**src/rtl/pipemem_stage.sv**
```systemverilog
// pipemem_stage: MEM-stage data RAM plus memory-mapped output ports and
// two-flop synchronised input ports, decoded from malu[7:0].
module pipemem_stage #(
  parameter int DEPTH = 32
) (
  input  logic        clock,
  input  logic        resetn,
  input  logic        mwmem,
  input  logic [31:0] malu,
  input  logic [31:0] mb,
  input  logic [31:0] in_port0,
  input  logic [31:0] in_port1,
  output logic [31:0] mmo,
  output logic [31:0] out_port0,
  output logic [31:0] out_port1,
  output logic [31:0] out_port2
);
  localparam int AW = DEPTH > 1 ? $clog2(DEPTH) : 1;
  logic [31:0] mem [DEPTH];
  logic [31:0] s1_0, s1_1, s2_0, s2_1;
  logic [7:0] a;
  logic [AW-1:0] idx;
  logic unused_hi;
  assign a = malu[7:0];
  assign idx = malu[2 +: AW];
  assign unused_hi = ^malu[31:8];
  // RAM has no reset; the resetn term only blocks stores while reset is held
  always_ff @(posedge clock)
    if (resetn && mwmem && !a[7]) mem[idx] <= mb;
  always_ff @(posedge clock or negedge resetn)
    if (!resetn) begin
      s1_0 <= '0;
      s1_1 <= '0;
      s2_0 <= '0;
      s2_1 <= '0;
      out_port0 <= '0;
      out_port1 <= '0;
      out_port2 <= '0;
    end else begin
      s1_0 <= in_port0;
      s1_1 <= in_port1;
      s2_0 <= s1_0;
      s2_1 <= s1_1;
      if (mwmem && a == 8'h80) out_port0 <= mb;
      if (mwmem && a == 8'h84) out_port1 <= mb;
      if (mwmem && a == 8'h88) out_port2 <= mb;
    end
  always_comb
    mmo = !a[7]       ? mem[idx]  :
          a == 8'h80  ? out_port0 :
          a == 8'h84  ? out_port1 :
          a == 8'h88  ? out_port2 :
          a == 8'hC0  ? s2_0      :
          a == 8'hC4  ? s2_1      : '0;
endmodule
```
**config.mk**
```make
export PLATFORM = sky130hd
export DESIGN_NAME = pipemem_stage
export DESIGN_NICKNAME = d
export VERILOG_FILES = /design/src/rtl/pipemem_stage.sv
export SDC_FILE = /design/constraint.sdc
export NUM_CORES = 1
export LEC_CHECK = 0
export CORE_MARGIN = 2
export CORE_UTILIZATION = 45
export CTS_CLUSTER_DIAMETER = 200
export CTS_CLUSTER_SIZE = 10
export DETAILED_ROUTE_END_ITERATION = 6
export MAX_ROUTING_LAYER = met4
export PLACE_DENSITY = 0.67
export SLEW_MARGIN = 20
export SYNTH_ARGS = -nofsm -noshare
export SYNTH_HDL_FRONTEND = slang
export SYNTH_SLANG_ARGS = --single-unit
```
**constraint.sdc**
```tcl
create_clock -name clock -period 3.45 [get_ports clock]
set_input_delay 0.69 -clock clock [delete_from_list [all_inputs] [get_ports clock]]
set_output_delay 0.69 -clock clock [all_outputs]
set_load 0.02 [all_outputs]
```
==> results.md <==
* Status: finished with violations
* Failing checks: DRC, setup timing
* Worst relative slew slack at 25.0%
* Top_reg_cell synth: edfxtp_1
* Post-route ant nets at 0
* DRC at 4
* Sw Ratio at 21.8%
* Switching power at 6.94 mW
* Clock sink count at 1248
* Clock Skews at 0.0117 ns
* Syn Inst Count at 2563
* Peak supply drop at 0.000381 V
* Dpl hpwl at 91400 um
* Post-synth EDFFs at 1024
* Fmax at 0.287 GHz
* Clock Path Buffers at 3
* Area growth syn-to-layout at 24.8%
* Largest net degree at the start of global routing at 162
* Initial Util at 45.4%
* Clock slew at reported path FFs at 0.05 ns
* Placer Congestion at 0.902
* RSZ-0062 raised after global routing: yes
* Ys async rst share at 17.9%
* Worst-margin pin slew at 1.12 ns
* Num rows at 119
* Number of nets in the layout at 3313
* Synth top area share at 64.2%
* CP max FO at 17
* Root Buffer Master: clkbuf_16
* Synthesis Warnings at 0
* Count of pins over their slew limit at 0
* Die Width at 330 um
* Initial antenna violation count at 2
* Vias in the first global route at 28200
* CTS tree: done
* PortBufs at 234
* Final period util at 101%
* Fin crit period at 3.49 ns
* Starting DRT DRC Count at 3919
* Grt met2 use at 41.8%
* Total GRT Usage at 26.8%
* # H-tree levels at 4
* GRT Max-Usage Layer: met2
* Final hold vios at 0
* Startpoint types: primary input
* Vias at 28100
* Setup ws final at -0.0371 ns
* Synth cell types at 63
* First drt pass iteration count at 7
* DRT Wirelength at 143000 um
* Met3 global-route usage at 5.22%
* PD cells at 534 mW/mm^2
* Avg Cell Area, Syn at 18.7 um^2
* Placeable Area at 0.105 mm^2
* Seq pwr share at 52.0%
* Met1 usage at 34.8%
* Internal at 25.0 mW
* Combinational power share at 7.0%
* Die Y at 330 um
* Final setup fails at 1
* Skew-Pair Late Insertion Delay at 0.74 ns
* First-pass GRT wire length at 201000 um
* Hold Crit Class: primary input to async pin
* Crit path DAT at 2.80 ns
* CP required at 2.76 ns
* Wirelength per Cell at 31.0 um
* Number of vias per cell at 6.10
* GRT overflow at 0
* Number of max-cap violations at 0
* Synth Register Bits at 1248
* Yosys top cell by area: edfxtp_1
* DIE AREA at 0.109 mm^2
* Critical path class: primary input to output port
* Crit path capture type: output port
* Final Total Pwr at 31.9 mW
* Top cells by area, synth: edfxtp_1, dfrtp_1, mux2i_1
* Leak at 21.5 nW
* CTS buffer count at 142
* Total I/O pin count at 259
* Layout cells sized above 1 at 27.6%
* Mapped Nets at 2694
* Sequential area share after synthesis at 76.0%
* Clk pwr share at 41.0%
* Setup TNS at -0.0371 ns
* Post-Syn Area at 0.0479 mm^2
## state kept, by name (all words and copies together) (netlist names)
register / cells
s1_0: 32
mem: 1024
out_port1: 32
s2_0: 32
out_port0: 32
out_port2: 32
s2_1: 32
s1_1: 32
## power groups by stage
stage | Clock (mW) | Sequential (mW) | Combinational [mW]
floorplan | 0 | 16.9 | 0.807
global placement | 0 | 16.9 | 2.04
detailed placement | 0 | 16.9 | 2.07
CTS | 13.2 | 16.6 | 2.17
global route | 13.8 | 16.6 | 2.33
finish | 13.1 | 16.6 | 2.23
## logic make-up (layout without fill, tap and decap cells)
group,after synthesis,count (layout),synth area share (%)
AO/OA/AOI/OAI,368,368,5.41
buffers and inverters,150,806,1.77
AND/OR/NAND/NOR,282,282,3.15
other,0,1,0
flip-flops,1248,1248,76.0
multiplexers,515,515,13.7
## final timing paths
path,slack (ns),end,cells after the start,startpoint
min reg2reg,0.34,s2_0[13]$_DFF_PN0_,0,s1_0[13]$_DFF_PN0_
max in group asynchronous,1.90,s1_1[27]$_DFF_PN0_,3,resetn
max reg2reg,2.55,out_port0[5]$_DFFE_PN0P_,1,out_port0[5]$_DFFE_PN0P_
min,0.19,s1_0[4]$_DFF_PN0_,2,resetn
min in group clock,0.34,s2_0[13]$_DFF_PN0_,0,s1_0[13]$_DFF_PN0_
max,-0.04,mmo[10],11,malu[4]
## what timing repair did
item,in CTS,in global routing
pin swaps,15,17
endpoints found under the hold margin,0,0
cloned,7,3
gates resized for setup,134,60
hold buffers,0,0
endpoints found under the setup margin,32,30
setup buffers,16,20
## critical path: stages
cell and delay [ns]:
buf_2 0.13, buf_12 0.16, buf_4 0.14, or2_2 0.34, buf_4 0.18, buf_4 0.20
o32ai_4 0.33, nor4_2 0.08, a31oi_1 0.23, buf_4 0.18, buf_6 0.12
## area by class of cell
class	count	area (um^2)
diodes	1	2.50
clock buffers	167	3690
clock inverters	14	163
fillers	7795	45700
inverters	5	18.8
multi-input cells	1165	11400
flip-flops and latches	1248	36400
well taps	1391	1740
repair buffers	620	6390
## cells in the mapped netlist, drive strengths merged (5+ instances only)
library cell  number
nand2b            30
dfrtp            224
a31oi             15
nor3              20
o21ai             40
o32ai              5
or3                6
a32oi             28
and3               6
o21bai            16
buf              110
a22oi             73
nor4               6
a211oi             6
a21oi             55
mux2              99
a221oi             6
a22o               9
nand3             25
o21a              12
o22ai             56
edfxtp          1024
mux4              94
inv                5
a2111oi            6
a222oi            25
a41oi              6
nor2              70
nor2b             32
mux2i            322
clkbuf            35
nand2             62
## routing by layer
metal,vias to the layer above,part of all wire (%)
met5,-,0
met4,0,4.1
met3,317,9.9
met2,1705,49
met1,14600,37
li1,11500,-
## stage by stage
stage | worst slack, ns | cells | hold WS (ns) | utilization [%] | area [um^2]
after global placement | -0.685 | 4385 | 0.336 | 51.9 | 54700
after CTS | -0.0101 | 4588 | 0.173 | 56.3 | 59300
after detailed placement | -0.719 | 4385 | 0.335 | 51.9 | 54700
final | -0.0371 | 4611 | 0.191 | 56.7 | 59800
after floorplan | -0.246 | 2563 | 0.331 | - | 47900
after global routing | -0.0823 | 4611 | 0.242 | 56.7 | 59800
## cell usage in the layout, fill, tap and decap left out, types with 8 or more instances in the layout
cell type | Yosys | final
a21oi_1 | 55 | 54
a222oi_1 | 25 | 25
a22o_1 | 9 | 9
a22oi_1 | 73 | 71
a31oi_1 | 15 | 10
a32oi_1 | 28 | 21
buf_12 | 0 | 69
buf_2 | 67 | 8
buf_4 | 32 | 295
buf_6 | 10 | 32
clkbuf_1 | 33 | 23
clkbuf_16 | 0 | 147
clkdlybuf4s50_1 | 0 | 190
dfrtp_1 | 224 | 224
edfxtp_1 | 1024 | 1024
inv_6 | 0 | 8
mux2_1 | 8 | 8
mux2_2 | 61 | 61
mux2_4 | 30 | 30
mux2i_1 | 322 | 318
mux4_2 | 94 | 94
nand2_1 | 60 | 59
nand2b_1 | 30 | 30
nand3_1 | 25 | 25
nor2_1 | 69 | 33
nor2_4 | 1 | 34
nor2b_1 | 32 | 30
nor3_1 | 16 | 12
o21a_1 | 12 | 9
o21ai_0 | 40 | 33
o21bai_1 | 16 | 10
o22ai_1 | 56 | 54
Note: power is estimated with default switching activity, not from simulation.
